$ cat src/rtl/hash_byte_link_if.sv
// Byte stream carrying valid/ready, one data byte and an end-of-frame marker.
interface hash_byte_link_if;
  logic       valid;
  logic       ready;
  logic [7:0] data;
  logic       last;

  modport master (output valid, output data, output last, input ready);
  modport slave  (input valid, input data, input last, output ready);
endinterface

$ cat src/rtl/hash_byte_link.sv
// Byte-serial wrapper around the 6-byte -> 64-bit hashing core: gathers a 6-byte
// message, waits the core latency, then streams the 8-byte digest out MSB first.
module hash_byte_link #(
  parameter int unsigned CORE_LAT = 1,
  parameter int unsigned CNT_W    = 16
) (
  input  logic                 clk,
  input  logic                 rst_n,
  hash_byte_link_if.slave      s,
  hash_byte_link_if.master     m,
  output logic [47:0]          core_msg,
  input  logic [63:0]          core_digest,
  output logic                 frame_err,
  output logic [CNT_W-1:0]     frames_done
);

  localparam int unsigned BYTE_W    = 8;
  localparam int unsigned MSG_BYTES = 6;
  localparam int unsigned MSG_W     = MSG_BYTES * BYTE_W;
  localparam int unsigned DIG_W     = 64;
  localparam int unsigned IDX_W     = 3;
  localparam int unsigned LAT_W     = (CORE_LAT > 1) ? $clog2(CORE_LAT) : 1;

  localparam logic [IDX_W-1:0] LAST_IDX  = IDX_W'(MSG_BYTES - 1);
  localparam logic [IDX_W-1:0] LAST_BYTE = IDX_W'(7);
  localparam logic [IDX_W-1:0] PRE_LAST  = IDX_W'(6);
  localparam logic [LAT_W-1:0] LAT_END   = LAT_W'(CORE_LAT - 1);

  typedef enum logic [1:0] {
    ST_COLLECT = 2'd0,
    ST_DRAIN   = 2'd1,
    ST_WAIT    = 2'd2,
    ST_SEND    = 2'd3
  } state_t;

  state_t state_q, state_d;

  logic [IDX_W-1:0]  idx_q, idx_d;
  logic [LAT_W-1:0]  lat_q, lat_d;
  logic [IDX_W-1:0]  bcnt_q, bcnt_d;
  logic [MSG_W-1:0]  msg_q, msg_d;
  logic [DIG_W-1:0]  sh_q, sh_d;
  logic [BYTE_W-1:0] m_data_q, m_data_d;
  logic              m_last_q, m_last_d;
  logic              m_valid_q, m_valid_d;
  logic              s_ready_q, s_ready_d;
  logic              frame_err_q, frame_err_d;
  logic [CNT_W-1:0]  frames_q, frames_d;

  logic s_hs_c;
  logic m_hs_c;
  logic lat_done_c;

  assign s_hs_c     = s.valid & s_ready_q;
  assign m_hs_c     = m_valid_q & m.ready;
  assign lat_done_c = (lat_q == LAT_END);

  // State register
  always_ff @(posedge clk) begin
    if (!rst_n) state_q <= ST_COLLECT;
    else        state_q <= state_d;
  end

  // Next-state decode
  always_comb begin
    state_d = state_q;
    case (state_q)
      ST_COLLECT: if (s_hs_c && idx_q == LAST_IDX) state_d = s.last ? ST_WAIT : ST_DRAIN;
      ST_DRAIN:   if (s_hs_c && s.last)            state_d = ST_COLLECT;
      ST_WAIT:    if (lat_done_c)                  state_d = ST_SEND;
      ST_SEND:    if (m_hs_c && bcnt_q == LAST_BYTE) state_d = ST_COLLECT;
      default:    state_d = ST_COLLECT;
    endcase
  end

  // Next values of the registered datapath and outputs
  always_comb begin
    idx_d       = idx_q;
    lat_d       = lat_q;
    bcnt_d      = bcnt_q;
    msg_d       = msg_q;
    sh_d        = sh_q;
    m_data_d    = m_data_q;
    m_last_d    = m_last_q;
    m_valid_d   = m_valid_q;
    frame_err_d = 1'b0;
    frames_d    = frames_q;
    s_ready_d   = (state_d == ST_COLLECT) || (state_d == ST_DRAIN);
    case (state_q)
      ST_COLLECT: begin
        lat_d = '0;
        if (s_hs_c) begin
          for (int i = 0; i < MSG_BYTES; i++) begin
            if (idx_q == IDX_W'(i)) msg_d[i*BYTE_W +: BYTE_W] = s.data;
          end
          if (idx_q == LAST_IDX) begin
            idx_d       = '0;
            frame_err_d = ~s.last;
          end else if (s.last) begin
            idx_d       = '0;
            frame_err_d = 1'b1;
          end else begin
            idx_d = idx_q + IDX_W'(1);
          end
        end
      end
      ST_DRAIN: begin
        if (s_hs_c && s.last) idx_d = '0;
      end
      ST_WAIT: begin
        if (lat_done_c) begin
          m_data_d  = core_digest[DIG_W-1 -: BYTE_W];
          sh_d      = {core_digest[DIG_W-BYTE_W-1:0], BYTE_W'(0)};
          m_valid_d = 1'b1;
          m_last_d  = 1'b0;
          bcnt_d    = '0;
        end else begin
          lat_d = lat_q + LAT_W'(1);
        end
      end
      ST_SEND: begin
        if (m_hs_c) begin
          if (bcnt_q == LAST_BYTE) begin
            m_valid_d = 1'b0;
            m_last_d  = 1'b0;
            frames_d  = frames_q + CNT_W'(1);
            idx_d     = '0;
          end else begin
            m_data_d = sh_q[DIG_W-1 -: BYTE_W];
            sh_d     = {sh_q[DIG_W-BYTE_W-1:0], BYTE_W'(0)};
            bcnt_d   = bcnt_q + IDX_W'(1);
            m_last_d = (bcnt_q == PRE_LAST);
          end
        end
      end
      default: ;
    endcase
  end

  // Datapath and output registers
  always_ff @(posedge clk) begin
    if (!rst_n) begin
      idx_q       <= '0;
      lat_q       <= '0;
      bcnt_q      <= '0;
      msg_q       <= '0;
      sh_q        <= '0;
      m_data_q    <= '0;
      m_last_q    <= 1'b0;
      m_valid_q   <= 1'b0;
      s_ready_q   <= 1'b0;
      frame_err_q <= 1'b0;
      frames_q    <= '0;
    end else begin
      idx_q       <= idx_d;
      lat_q       <= lat_d;
      bcnt_q      <= bcnt_d;
      msg_q       <= msg_d;
      sh_q        <= sh_d;
      m_data_q    <= m_data_d;
      m_last_q    <= m_last_d;
      m_valid_q   <= m_valid_d;
      s_ready_q   <= s_ready_d;
      frame_err_q <= frame_err_d;
      frames_q    <= frames_d;
    end
  end

  assign s.ready     = s_ready_q;
  assign m.valid     = m_valid_q;
  assign m.data      = m_data_q;
  assign m.last      = m_last_q;
  assign core_msg    = msg_q;
  assign frame_err   = frame_err_q;
  assign frames_done = frames_q;

endmodule

$ cat src/flat_wrapper.sv
// flat-port wrapper written by rule: the top's interface ports become plain ports
module hash_byte_link_flat 
#(
  parameter int unsigned CORE_LAT = 1,
  parameter int unsigned CNT_W    = 16
)
  (clk, rst_n, core_msg, core_digest, frame_err, frames_done, s_valid, s_data, s_last, s_ready, m_valid, m_data, m_last, m_ready);
  hash_byte_link_if s_i ();
  hash_byte_link_if m_i ();
  input  logic clk;
  input  logic rst_n;
  output logic [47:0] core_msg;
  input  logic [63:0] core_digest;
  output logic frame_err;
  output logic [CNT_W-1:0] frames_done;
  input wire logic [$bits(s_i.valid)-1:0] s_valid;
  input wire logic [$bits(s_i.data)-1:0] s_data;
  input wire logic [$bits(s_i.last)-1:0] s_last;
  output wire logic [$bits(s_i.ready)-1:0] s_ready;
  output wire logic [$bits(m_i.valid)-1:0] m_valid;
  output wire logic [$bits(m_i.data)-1:0] m_data;
  output wire logic [$bits(m_i.last)-1:0] m_last;
  input wire logic [$bits(m_i.ready)-1:0] m_ready;
  assign s_i.valid = s_valid;
  assign s_i.data = s_data;
  assign s_i.last = s_last;
  assign s_ready = s_i.ready;
  assign m_valid = m_i.valid;
  assign m_data = m_i.data;
  assign m_last = m_i.last;
  assign m_i.ready = m_ready;
  hash_byte_link #(.CORE_LAT(CORE_LAT), .CNT_W(CNT_W)) u_core (.clk(clk), .rst_n(rst_n), .s(s_i), .m(m_i), .core_msg(core_msg), .core_digest(core_digest), .frame_err(frame_err), .frames_done(frames_done));
endmodule
$ cat config.mk
export PLATFORM = sky130hd
export DESIGN_NAME = hash_byte_link_flat
export DESIGN_NICKNAME = d
export VERILOG_FILES = /design/src/rtl/hash_byte_link_if.sv /design/src/rtl/hash_byte_link.sv /design/src/flat_wrapper.sv
export SDC_FILE = /design/constraint.sdc
export NUM_CORES = 1
export LEC_CHECK = 0
export CAP_MARGIN = 20
export CORE_ASPECT_RATIO = 0.9
export CORE_UTILIZATION = 49
export DETAILED_ROUTE_END_ITERATION = 7
export PLACE_DENSITY = 0.91
export SLEW_MARGIN = 20
export SYNTH_ARGS = -nofsm -noshare
export SYNTH_HDL_FRONTEND = slang
export SYNTH_SLANG_ARGS = --single-unit
$ cat constraint.sdc
create_clock -name clk -period 2.9 [get_ports clk]
set_clock_uncertainty 0.15 [all_clocks]
set_input_delay 0.58 -clock clk [delete_from_list [all_inputs] [get_ports clk]]
set_output_delay 0.58 -clock clk [all_outputs]
set_load 0.005 [all_outputs]
==> flow_summary.yaml <==
yosys:
  synth_compound_area_share_pct: 13.2
  yosys_warnings: 0
  synthesis.nets: 771
  syn_avg_cell_area_um2: 8.52
  synth_cell_types: 36
  synth_area_leader_cell: "dfxtp_1"
  syn_area_mm2: 0.00584
  synth_top_area_share_pct: 48.0
  synthMuxAreaShare_pct: 6.34
  synthTopCellsByArea: "dfxtp_1, a311oi_1, nor2_1"
  synthTopCellsByCount: "dfxtp_1, nor2_1, nand2_1, nand3_1, a311oi_1"
  synth-simple-area-share_pct: 24.4
  synth-seq-area-share_pct: 48.0
  synth_xor_area_share_pct: 1.50
  synth_top_family_by_area: "simple AND/OR/NAND/NOR gates"
  yosys_register_bits: 140
  yosysMostFrequentCell: "dfxtp_1"
  async_flop_share_pct: 0
  synthCells: 685
  synth_ff_type: "dfxtp_1"
  yosys.area_share.adder_pct: 1.93
  synth_edf_count: 0
clocking:
  cts.sinks: 140
  hold_buffers: 0
  cts_root_buf: "clkbuf_16"
  cts_buffers: 17
  clock_latency_ps: 410
  cts_resized: 0
  cts_setup_buffers: 0
  clk_path_buf_depth: 2
  htree_levels: 4
  clkSlewWorstSetupHoldPaths_ps: 60
  cts_tree: "built"
floorplanning:
  num_io_pins: 153
  core_area_mm2: 0.0115
  die_h_um: 106
  initial_core_util_pct: 50.6
  dieArea_mm2: 0.0124
  die-width_um: 117
  row_count: 37
routing:
  drtPass1Iterations: 6
  wl_per_cell_um: 15.6
  vias_per_cell: 5.54
  vias: 5434
  initialDrtViolationCount: 391
  ant_nets: 0
  remaining_drc_errors: 0
  wirelength_mm: 15.3
global_routing:
  grt-ovfl-total: 0
  grt_pass1_vias: 4993
  top_usage_layer: "met2"
  grt_use_met1_pct: 32.0
  antenna_found_initial: 0
  grt_usage_pct: 25.2
  grt_pass1_wl_mm: 24.3
  grt_max_degree: 97
  global_route.usage.met3_pct: 6.15
  grt_use_met2_pct: 41.7
setup_path:
  cpMostUsedCell: "ha_1"
  path_cells: "ha_1 -> ha_1 -> nand3b_1 -> a21oi_4 -> buf_12 -> nor2_1 -> a311oi_1"
  r2r_start: "u_core.bcnt_q[0]"
  worstPathArrival_ps: 2540
  critPathLaunchType: "flip-flop"
  worst-path-max-fanout: 96
  rr_endpoint: "u_core.sh_q[44]"
  worst_r2r_path_depth: 7
  end_kind: "flip-flop"
  required_ps: 3050
  crit_type: "reg -> reg"
  critPathSlowestCell: "buf_12"
  r2r_setup_slack_ps: 510
  critPathMaxStageDelay_ps: 350
run_status:
  status: "finished, final reports clean"
sta:
  maxSlewViolCount: 0
  min_period_over_period_pct: 82.4
  clock.fmax_ghz: 0.418
  hold_violations: 0
  worstMarginPinSlew_ps: 677
  slew_headroom_pct: 54.7
  period_needed_ps: 2390
  finalSetupTns_ps: 0
  setup_viol_count_final: 0
  grt_setup_unrepaired: "no"
worst_hold_path:
  hold_start: "u_core.core_msg[40]"
  hold_depth: 2
  worstHoldEndpoint: "u_core.core_msg[40]"
  hp-class: "reg -> reg"
placement:
  routabilityCongestion: 0.768
  port_buffers: 152
  hpwl_mm: 10.1
pwr:
  peakVddDrop_mv: 0.349
  p_per_area_mw_per_mm2: 570
  power_mw: 4.64
  leakagePower_nw: 3.00
cells_and_area:
  area_growth_pct: 39.4
  layout.nets: 899
  fillers: 860
  drive_gt1_share_pct: 6.30
  antenna_cells: 0
run:
  max_cap_viol_count: 0
## through the flow
| stage | hold WS (ps) | instances | worst slack [ps] | area (µm²) | util (%) |
|---|---|---|---|---|---|
| 5_1_grt | 326 | 981 | 393 | 8140 | 70.6 |
| 3_3_place_gp | 291 | 950 | 348 | 7460 | 64.8 |
| 4_1_cts | 303 | 981 | 496 | 8140 | 70.6 |
| 3_5_place_dp | 296 | 950 | 220 | 7460 | 64.8 |
| 6_report | 303 | 981 | 510 | 8140 | 70.6 |
| 2_1_floorplan | 302 | 685 | 908 | 5840 | - |
## critical path: cells and delay by family (launching register included)
kind	cells	cell delay, ps
adders and majority gates	2	420
and+or+nand+nor	2	410
AOI/OAI and AO/OA	2	590
DFF	1	340
buffers and inverters	1	350
## kinds of logic after synthesis
family	after synthesis
buffers and inverters	64
DFF	140
xor gates and xnor gates	10
adders and majority gates	9
AOI/OAI and AO/OA	105
muxes	37
and+or+nand+nor	320
## area by class of cell
type	instances	area [µm²]	share of cell area [%]
flip-flops and latches	140	2810	34.5
clock buffers	20	457	5.61
repair buffers	163	1640	20.2
multi-input cells	481	2780	34.2
well taps	156	195	2.40
inverters	10	40.0	0.492
clock inverters	11	215	2.64
## metal layers
metal  share of wire [%]  up-vias
met3                 6.9       18
met5                   0        -
met4                 1.1        0
li1                    -     2672
met1                  43     2529
met2                  49      215
## layout by cell type, fill, tap and decap left out, drive strengths merged, types with 2 or more instances in the layout
master and instances:
and2 2, clkdlybuf4s50 152, or3 6, buf 11, xnor2 10, a311oi 56
nand2 95, ha 9, nand4 6, and4 2, nor2 113, clkbuf 20
mux2i 37, dfxtp 140, a22oi 9, o21ai 7, nor3 5, a21oi 30
nand2b 2, nand3 78, and3 3, nor4 4, bufinv 6, clkinv 4
inv 10
## sequential cells by signal (all words and copies together), names as in the netlist
| register | flops |
|---|---|
| u_core.s.ready | 1 |
| u_core.frames_done | 16 |
| u_core.m.valid | 1 |
| u_core.m.data | 8 |
| u_core.core_msg | 48 |
| u_core.bcnt_q | 3 |
| u_core.state_q | 2 |
| u_core.frame_err | 1 |
| u_core.idx_q | 3 |
| u_core.m.last | 1 |
| u_core.sh_q | 56 |
## power by group
group / internal, mW / switching (mW)
clock: 1.65 / 0.811
sequential: 1.93 / 0.00689
combinational: 0.133 / 0.0986
total: 3.72 / 0.917
## worst max path at each step
| stage | from | endpoint | slack (ps) |
|---|---|---|---|
| floorplan | u_core.bcnt_q[0] | u_core.sh_q[29] | 910 |
| global placement | s_valid | u_core.core_msg[8] | 350 |
| detailed placement | m_ready | u_core.sh_q[44] | 220 |
| CTS | u_core.bcnt_q[0] | u_core.sh_q[44] | 500 |
| global route | u_core.bcnt_q[0] | u_core.sh_q[44] | 390 |
| finish | u_core.bcnt_q[0] | u_core.sh_q[44] | 510 |
Power figures use the tool's default switching activity.
